<file path="src/rtl/tia_horizontal_motion.sv">
// tia_horizontal_motion: HMOVE engine for the TIA core.
// Holds the five 4-bit motion registers. On an HMOVE strobe it runs a 16-slot
// compare sequence that emits extra-clock pulses to the object position
// counters, and it raises a short HMOVE blank window.
module tia_horizontal_motion #(
  parameter int STEP_CLKS  = 4,
  parameter int NUM_STEPS  = 16,
  parameter int BLANK_CLKS = 8
) (
  input  logic       clk,
  input  logic       reset,
  input  logic [3:0] d,
  input  logic       p0hm,
  input  logic       p1hm,
  input  logic       m0hm,
  input  logic       m1hm,
  input  logic       blhm,
  input  logic       hmove,
  input  logic       hmclr,
  output logic       p0ec,
  output logic       p1ec,
  output logic       m0ec,
  output logic       m1ec,
  output logic       blec,
  output logic       hm_active,
  output logic       hmove_blank
);

  localparam int PW = (STEP_CLKS > 1) ? $clog2(STEP_CLKS) : 1;
  localparam int SW = (NUM_STEPS > 1) ? $clog2(NUM_STEPS) : 1;
  localparam int BW = $clog2(BLANK_CLKS + 1);

  localparam logic [PW-1:0] LAST_PHASE = PW'(STEP_CLKS - 1);
  localparam logic [SW-1:0] LAST_STEP  = SW'(NUM_STEPS - 1);
  localparam logic [BW-1:0] BLANK_LOAD = BW'(BLANK_CLKS);

  typedef enum logic {
    IDLE = 1'b0,
    RUN  = 1'b1
  } state_t;

  state_t state, state_nxt;
  logic [SW-1:0] step, step_nxt;
  logic [PW-1:0] phase, phase_nxt;

  // Object order everywhere: 0=P0, 1=P1, 2=M0, 3=M1, 4=BL.
  logic [4:0]      wr;
  logic [4:0][3:0] hm_reg, hm_nxt;
  logic [4:0]      ec_q, ec_nxt;
  logic [BW-1:0]   blank_cnt;

  assign wr = {blhm, m1hm, m0hm, p1hm, p0hm};

  // Next value of the motion registers; a clear wins over any write strobe.
  always_comb begin
    hm_nxt = hm_reg;
    if (hmclr) begin
      hm_nxt = '0;
    end else begin
      for (int i = 0; i < 5; i++) begin
        if (wr[i]) hm_nxt[i] = d;
      end
    end
  end

  // Motion register storage.
  always_ff @(posedge clk) begin
    if (reset) hm_reg <= '0;
    else       hm_reg <= hm_nxt;
  end

  // Sequencer next state: hmove (re)starts at slot 0, otherwise walk phase/step.
  always_comb begin
    state_nxt = state;
    step_nxt  = step;
    phase_nxt = phase;
    if (hmove) begin
      state_nxt = RUN;
      step_nxt  = '0;
      phase_nxt = '0;
    end else if (state == RUN) begin
      if (phase == LAST_PHASE) begin
        phase_nxt = '0;
        if (step == LAST_STEP) begin
          state_nxt = IDLE;
          step_nxt  = '0;
        end else begin
          step_nxt = step + SW'(1);
        end
      end else begin
        phase_nxt = phase + PW'(1);
      end
    end
  end

  // Sequencer state register.
  always_ff @(posedge clk) begin
    if (reset) begin
      state <= IDLE;
      step  <= '0;
      phase <= '0;
    end else begin
      state <= state_nxt;
      step  <= step_nxt;
      phase <= phase_nxt;
    end
  end

  // Compare slot decision for the upcoming cycle, using the register values
  // that will be in force then so writes and clears land in the next slot.
  always_comb begin
    ec_nxt = '0;
    if (state_nxt == RUN && phase_nxt == '0) begin
      for (int i = 0; i < 5; i++) begin
        ec_nxt[i] = 32'(step_nxt) < 32'(hm_nxt[i] ^ 4'b1000);
      end
    end
  end

  // Registered extra-clock pulses, aligned with the phase-0 cycle.
  always_ff @(posedge clk) begin
    if (reset) ec_q <= '0;
    else       ec_q <= ec_nxt;
  end

  // Blank window counter, restarted by every hmove regardless of sequencer.
  always_ff @(posedge clk) begin
    if (reset)                 blank_cnt <= '0;
    else if (hmove)            blank_cnt <= BLANK_LOAD;
    else if (blank_cnt != '0)  blank_cnt <= blank_cnt - BW'(1);
  end

  assign p0ec        = ec_q[0];
  assign p1ec        = ec_q[1];
  assign m0ec        = ec_q[2];
  assign m1ec        = ec_q[3];
  assign blec        = ec_q[4];
  assign hm_active   = (state == RUN);
  assign hmove_blank = (blank_cnt != '0);

endmodule

</file>
<file path="config.mk">
export PLATFORM = sky130hd
export DESIGN_NAME = tia_horizontal_motion
export DESIGN_NICKNAME = d
export VERILOG_FILES = /design/src/rtl/tia_horizontal_motion.sv
export SDC_FILE = /design/constraint.sdc
export NUM_CORES = 1
export LEC_CHECK = 0
export CAP_MARGIN = 40
export CORE_MARGIN = 2
export CORE_UTILIZATION = 55
export CTS_CLUSTER_DIAMETER = 60
export DETAILED_ROUTE_END_ITERATION = 6
export PLACE_DENSITY_LB_ADDON = 0.25
export SKIP_CTS_REPAIR_TIMING = 1
export SLEW_MARGIN = 15
export SYNTH_ARGS = -nofsm -noshare
export SYNTH_HDL_FRONTEND = slang
export SYNTH_SLANG_ARGS = --single-unit
export TNS_END_PERCENT = 1
</file>
<file path="constraint.sdc">
create_clock -name clk -period 2.35 [get_ports clk]
set_input_delay 0.705 -clock clk [delete_from_list [all_inputs] [get_ports clk]]
set_output_delay 0.705 -clock clk [all_outputs]
set_load 0.005 [all_outputs]
</file>
======== Yosys cells after proc, flatten, opt, wreduce, memory -nomap -nowiden ========
Cells that the tools add are included.
word-level totals
  register bits ........................... 36
  input port bits ......................... 13
cells by class
  $add $sub $neg .......................... 3
  $lt $le $gt $ge ......................... 5
  eq/ne operators ......................... 2
  muxes and demuxes ....................... 19
  bitwise logic cells ..................... 6
  reduce and logical (&&, ||, !) cells .... 6
operators with widths
  operator                                                             number
  4-bit 2-to-1 mux                                                     11
  4-bit less-than comparator                                           5
  20-bit 2-to-1 mux                                                    1
  2-bit 2-to-1 mux                                                     3
  1-bit inverter                                                       6
  4-bit by 1-bit adder with 4-bit output (second input constant)       1
  4-bit == test (second input constant)                                1
  1-bit 2-to-1 mux                                                     4
  4-bit nonzero test                                                   1
  2-bit OR reduction                                                   2
  4-bit by 1-bit subtractor with 4-bit output (second input constant)  1
  2-bit by 1-bit adder with 2-bit output (second input constant)       1
  2-bit == test (second input constant)                                1
  2-bit zero test                                                      1
  2-bit nonzero test                                                   1
  1-bit logical AND                                                    1

======== Depth between registers and ports, before layout ========
  depth in word-level cells ............... 8
  depth in mapped cells ................... 9
  depth with buffers taken out ............ 9

======== Worst setup path before layout ========
No wires, ideal clock.
  path kind ............................... input -> register
  start point ............................. in p0hm
  end point ............................... reg ec_q[0]
  library setup time ...................... 0.078 ns
  arrival ................................. 2.026 ns
  data required time ...................... 2.272 ns
  setup slack ............................. 0.246 ns
  stages on the path ...................... 8
  path buffers ............................ 1
  cell sequence ........................... clkbuf_1 > mux2i_1 > or2_2 > ha_1 > o21a_1 > o21ai_0 > a21oi_1 > nor3_1
between the ends
  word-level cells in the longest chain between the ends .. 4
ends and longest elaborated chain
  what                          RTL line  text
  start: declaration            13        input logic p0hm,
  4-bit 2-to-1 mux *            61        if (wr[i]) hm_nxt[i] = d;
  20-bit 2-to-1 mux *           57        if (hmclr) begin
  1-bit inverter (no line)      -
  4-bit less-than comparator *  115       ec_nxt[i] = 32'(step_nxt) < 32'(hm_nxt[i] ^ 4'b1000);
  end signal: assignment        123       else ec_q <= ec_nxt;
  end: declaration              49        logic [4:0] ec_q, ec_nxt;
Mark *: on every way between the ends. The rest lies on a longest branch, timed or not.
A chain may end at the register's enable or synchronous reset.

======== Worst setup path in the final report ========
  start point ............................. in hmclr
  end point ............................... reg ec_q[4]
between the ends
  word-level cells in the longest chain between the ends .. 3
ends and longest elaborated chain
  what                          RTL line  text
  start: declaration            19        input logic hmclr,
  20-bit 2-to-1 mux *           57
  1-bit inverter (no line)      -
  4-bit less-than comparator *  115
Marked as above.

==> results <==
-- layout by cell type (no fill, tap or decap) --
| master | instances |
|---|---|
| dfxtp_1 | 34 |
| nor2_1 | 25 |
| mux2i_1 | 23 |
| nor3_1 | 23 |
| ha_1 | 19 |
| clkdlybuf4s50_1 | 16 |
| buf_4 | 14 |
| or2_2 | 11 |
| a21oi_1 | 9 |
| o21ai_0 | 6 |
| o21a_1 | 5 |
| clkbuf_4 | 5 |
| nand2_1 | 4 |
| inv_1 | 3 |
| nand3_1 | 3 |
| dlymetal6s2s_1 | 3 |
| xor2_1 | 2 |
| nor2_2 | 2 |
| or3_1 | 2 |
| dfxtp_2 | 2 |
| clkbuf_8 | 2 |
| nand2_2 | 1 |
| o31a_1 | 1 |
| nand4_1 | 1 |
| nor4bb_4 | 1 |
| and2b_1 | 1 |
| a221oi_4 | 1 |
| a21oi_2 | 1 |
| o22a_1 | 1 |
| nor3b_1 | 1 |
| a211oi_1 | 1 |
| xnor2_1 | 1 |
| bufinv_16 | 1 |
-- final cells by class --
type                    count  area, um2
flip-flops and latches     36      723.2
clock inverters             1      30.03
inverters                   3      11.26
multi-input cells         145       1052
well taps                  46      57.56
clock buffers               7      65.06
fillers                   265       1042
repair buffers             33      302.8
-- kinds of logic (layout without fill, tap and decap cells) --
kind of cell,count (synthesis),count (layout),synth area share (%)
DFF,36,36,39.08
muxes,23,23,12.48
AOI/OAI and AO/OA,25,25,9.363
and+or+nand+nor,75,75,20.49
adders and majority gates,19,19,12.89
buffers and inverters,16,44,4.274
xor gates and xnor gates,3,3,1.425
-- worst min-delay path: stages, from the launching register on --
cell	delay [ps]
dfxtp_2	340
nor2_1	100
a211oi_1	50
-- synthesized netlist by cell type (all sizes together) (5+ instances only) --
| library cell | instances |
|---|---|
| a21oi | 10 |
| buf | 5 |
| clkbuf | 8 |
| dfxtp | 36 |
| ha | 19 |
| mux2i | 23 |
| nand2 | 5 |
| nor2 | 27 |
| nor3 | 23 |
| o21a | 5 |
| o21ai | 6 |
| or2 | 11 |
-- worst paths after layout --
path	end	slack (ps)	depth (start not counted)
setup / recovery	ec_q[4]	90	7
hold / removal	blank_cnt[1]	520	2
setup reg to reg	ec_q[4]	170	8
hold reg to reg	blank_cnt[1]	520	2
-- per-stage QoR --
stage | total power (W) | setup slack, ps | area [um2] | setup TNS, ps | hold WS [ps]
2_1_floorplan | 0.0007958 | 246.1 | 1844 | 0 | 464.6
3_3_place_gp | 0.0008704 | -294.6 | 2130 | -1237 | 477.9
3_5_place_dp | 0.0008796 | -297.8 | 2130 | -1321 | 501.4
4_1_cts | 0.001370 | -64.04 | 2225 | -64.04 | 530.2
5_1_grt | 0.001422 | 10.10 | 2242 | 0 | 549.6
6_report | 0.001364 | 94.23 | 2242 | 0 | 516.2
-- where the power goes --
| part | internal, W | switching (W) |
|---|---|---|
| combinational | 0.000112 | 0.000103 |
| clock | 0.000282 | 0.000213 |
| sequential | 0.000638 | 0.0000142 |
| total | 0.00103 | 0.000331 |
-- per-layer routing --
layer  share of wire, %  up-vias
li1                   -      744
met2                 49       40
met5                  0        -
met3                4.6        4
met4                1.3        0
met1                 45      686
==> flow_metrics.env <==
export IMPL_ys_top_cells_by_area="dfxtp_1 (39%), ha_1 (13%), mux2i_1 (12%), nor3_1 (6.2%), nor2_1 (5.5%)"
export IMPL_relSlewSlack_pct=67.17
export IMPL_dp_hpwl_um=2835
export IMPL_path_cells="clkdlybuf4s50_1, or2_2, ha_1, o21a_1, o21ai_0, a21oi_2, nor3_1"
export IMPL_rsz0062_at_grt="no"
export IMPL_ir_worst_vdd_uv=427.2
export IMPL_coreArea_um2=3284
export IMPL_status="finished clean"
export IMPL_drtIter0Drc=75
export IMPL_dominantRegCellSynth="dfxtp_1"
export IMPL_use_met3_pct=5.590
export IMPL_yosys_area_top_type="dfxtp_1"
export IMPL_chipWidth_um=61.91
export IMPL_critical_path_required_ps=2620
export IMPL_instances_no_fill=271
export IMPL_place_gp_congestion=0.8196
export IMPL_seq_area_frac_synth_pct=39.08
export IMPL_power_density_nw_per_um2=608.2
export IMPL_io_pins=20
export IMPL_grt_overflow_total=0
export IMPL_r2r_start="phase[0]"
export IMPL_syn_nets=229
export IMPL_dp_cells=263
export IMPL_clock_latency_ps=340
export IMPL_grt_use_met2_pct=34.29
export IMPL_drv_slew=0
export IMPL_grt_usage_pct=21.43
export IMPL_synth_top_cell_area_share_pct=39.08
export IMPL_clkSinkCount=36
export IMPL_area_growth_pct=21.57
export IMPL_crit_buf_inv=1
export IMPL_layout_drive_gt1_share_pct=18.22
export IMPL_critPathMaxStageDelay_ps=570
export IMPL_ys_ff_latch=36
export IMPL_met1_usage_pct=27.40
export IMPL_vias=1474
export IMPL_period_minus_slack_ps=2256
export IMPL_critPathArrivalTime_ps=2530
export IMPL_grt_pass1_vias=1318
export IMPL_cellLeakagePower_nw=0.9934
export IMPL_grt_busiest_layer="met2"
export IMPL_htreeDepth=2
export IMPL_period_share_pct=95.99
export IMPL_path_max_fanout=10
export IMPL_antenna_found_initial=0
export IMPL_post_route_drc_count=0
export IMPL_cts_max_path_buffers=2
export IMPL_syn_cell_area_um2=1844
export IMPL_grt_pass1_wl_um=5899
export IMPL_routed_wl_um=3817
export IMPL_setup_worst_path_start_class="input port"
export IMPL_cts_tree="built"
export IMPL_yosysWarningCount=0
export IMPL_critPathTopFamily="buffers and inverters"
export IMPL_crit_path_end_kind="flip-flop"
export IMPL_die_area_um2=3832
export IMPL_worstHoldStart="blank_cnt[1]"
export IMPL_hp_class="reg2reg"
export IMPL_fin_util_pct=68.27
export IMPL_dr_pass1_iters=7
export IMPL_die_h_um=61.91
export IMPL_cp_startpoint="hmclr"
export IMPL_syn_instance_count=197
export IMPL_grt_max_degree=25
export IMPL_synthArstFlopShare_pct=0
export IMPL_clk_pin_slew_ps=110
export IMPL_worst_setup_path_type="in2reg"
export IMPL_fmax_mhz=443.3
export IMPL_routedWlPerCell_um=14.08
export IMPL_skew_ps=4.905
export IMPL_diodes=0
export IMPL_io_buffers=19
export IMPL_fin_nets=256
export IMPL_detail_route_vias_per_cell=5.439
export IMPL_numCtsBuffers=5
export IMPL_hold_viol=0
export IMPL_cp_slowest_cell="clkdlybuf4s50_1"
export IMPL_clock_root_buffer="clkbuf_4"
export IMPL_row_count=21
export IMPL_synth_edf_count=0
export IMPL_ant_nets=0
export IMPL_synth_cell_types=29
export IMPL_largest_register_ffs=20
export IMPL_setup_viol=0
export IMPL_avgSynthCellArea_um2=9.362
export IMPL_max_cap_viol_count=0
export IMPL_tightest_slew_ps=490.6
export IMPL_start_util_pct=56.15
Power figures use the tool's default switching activity.
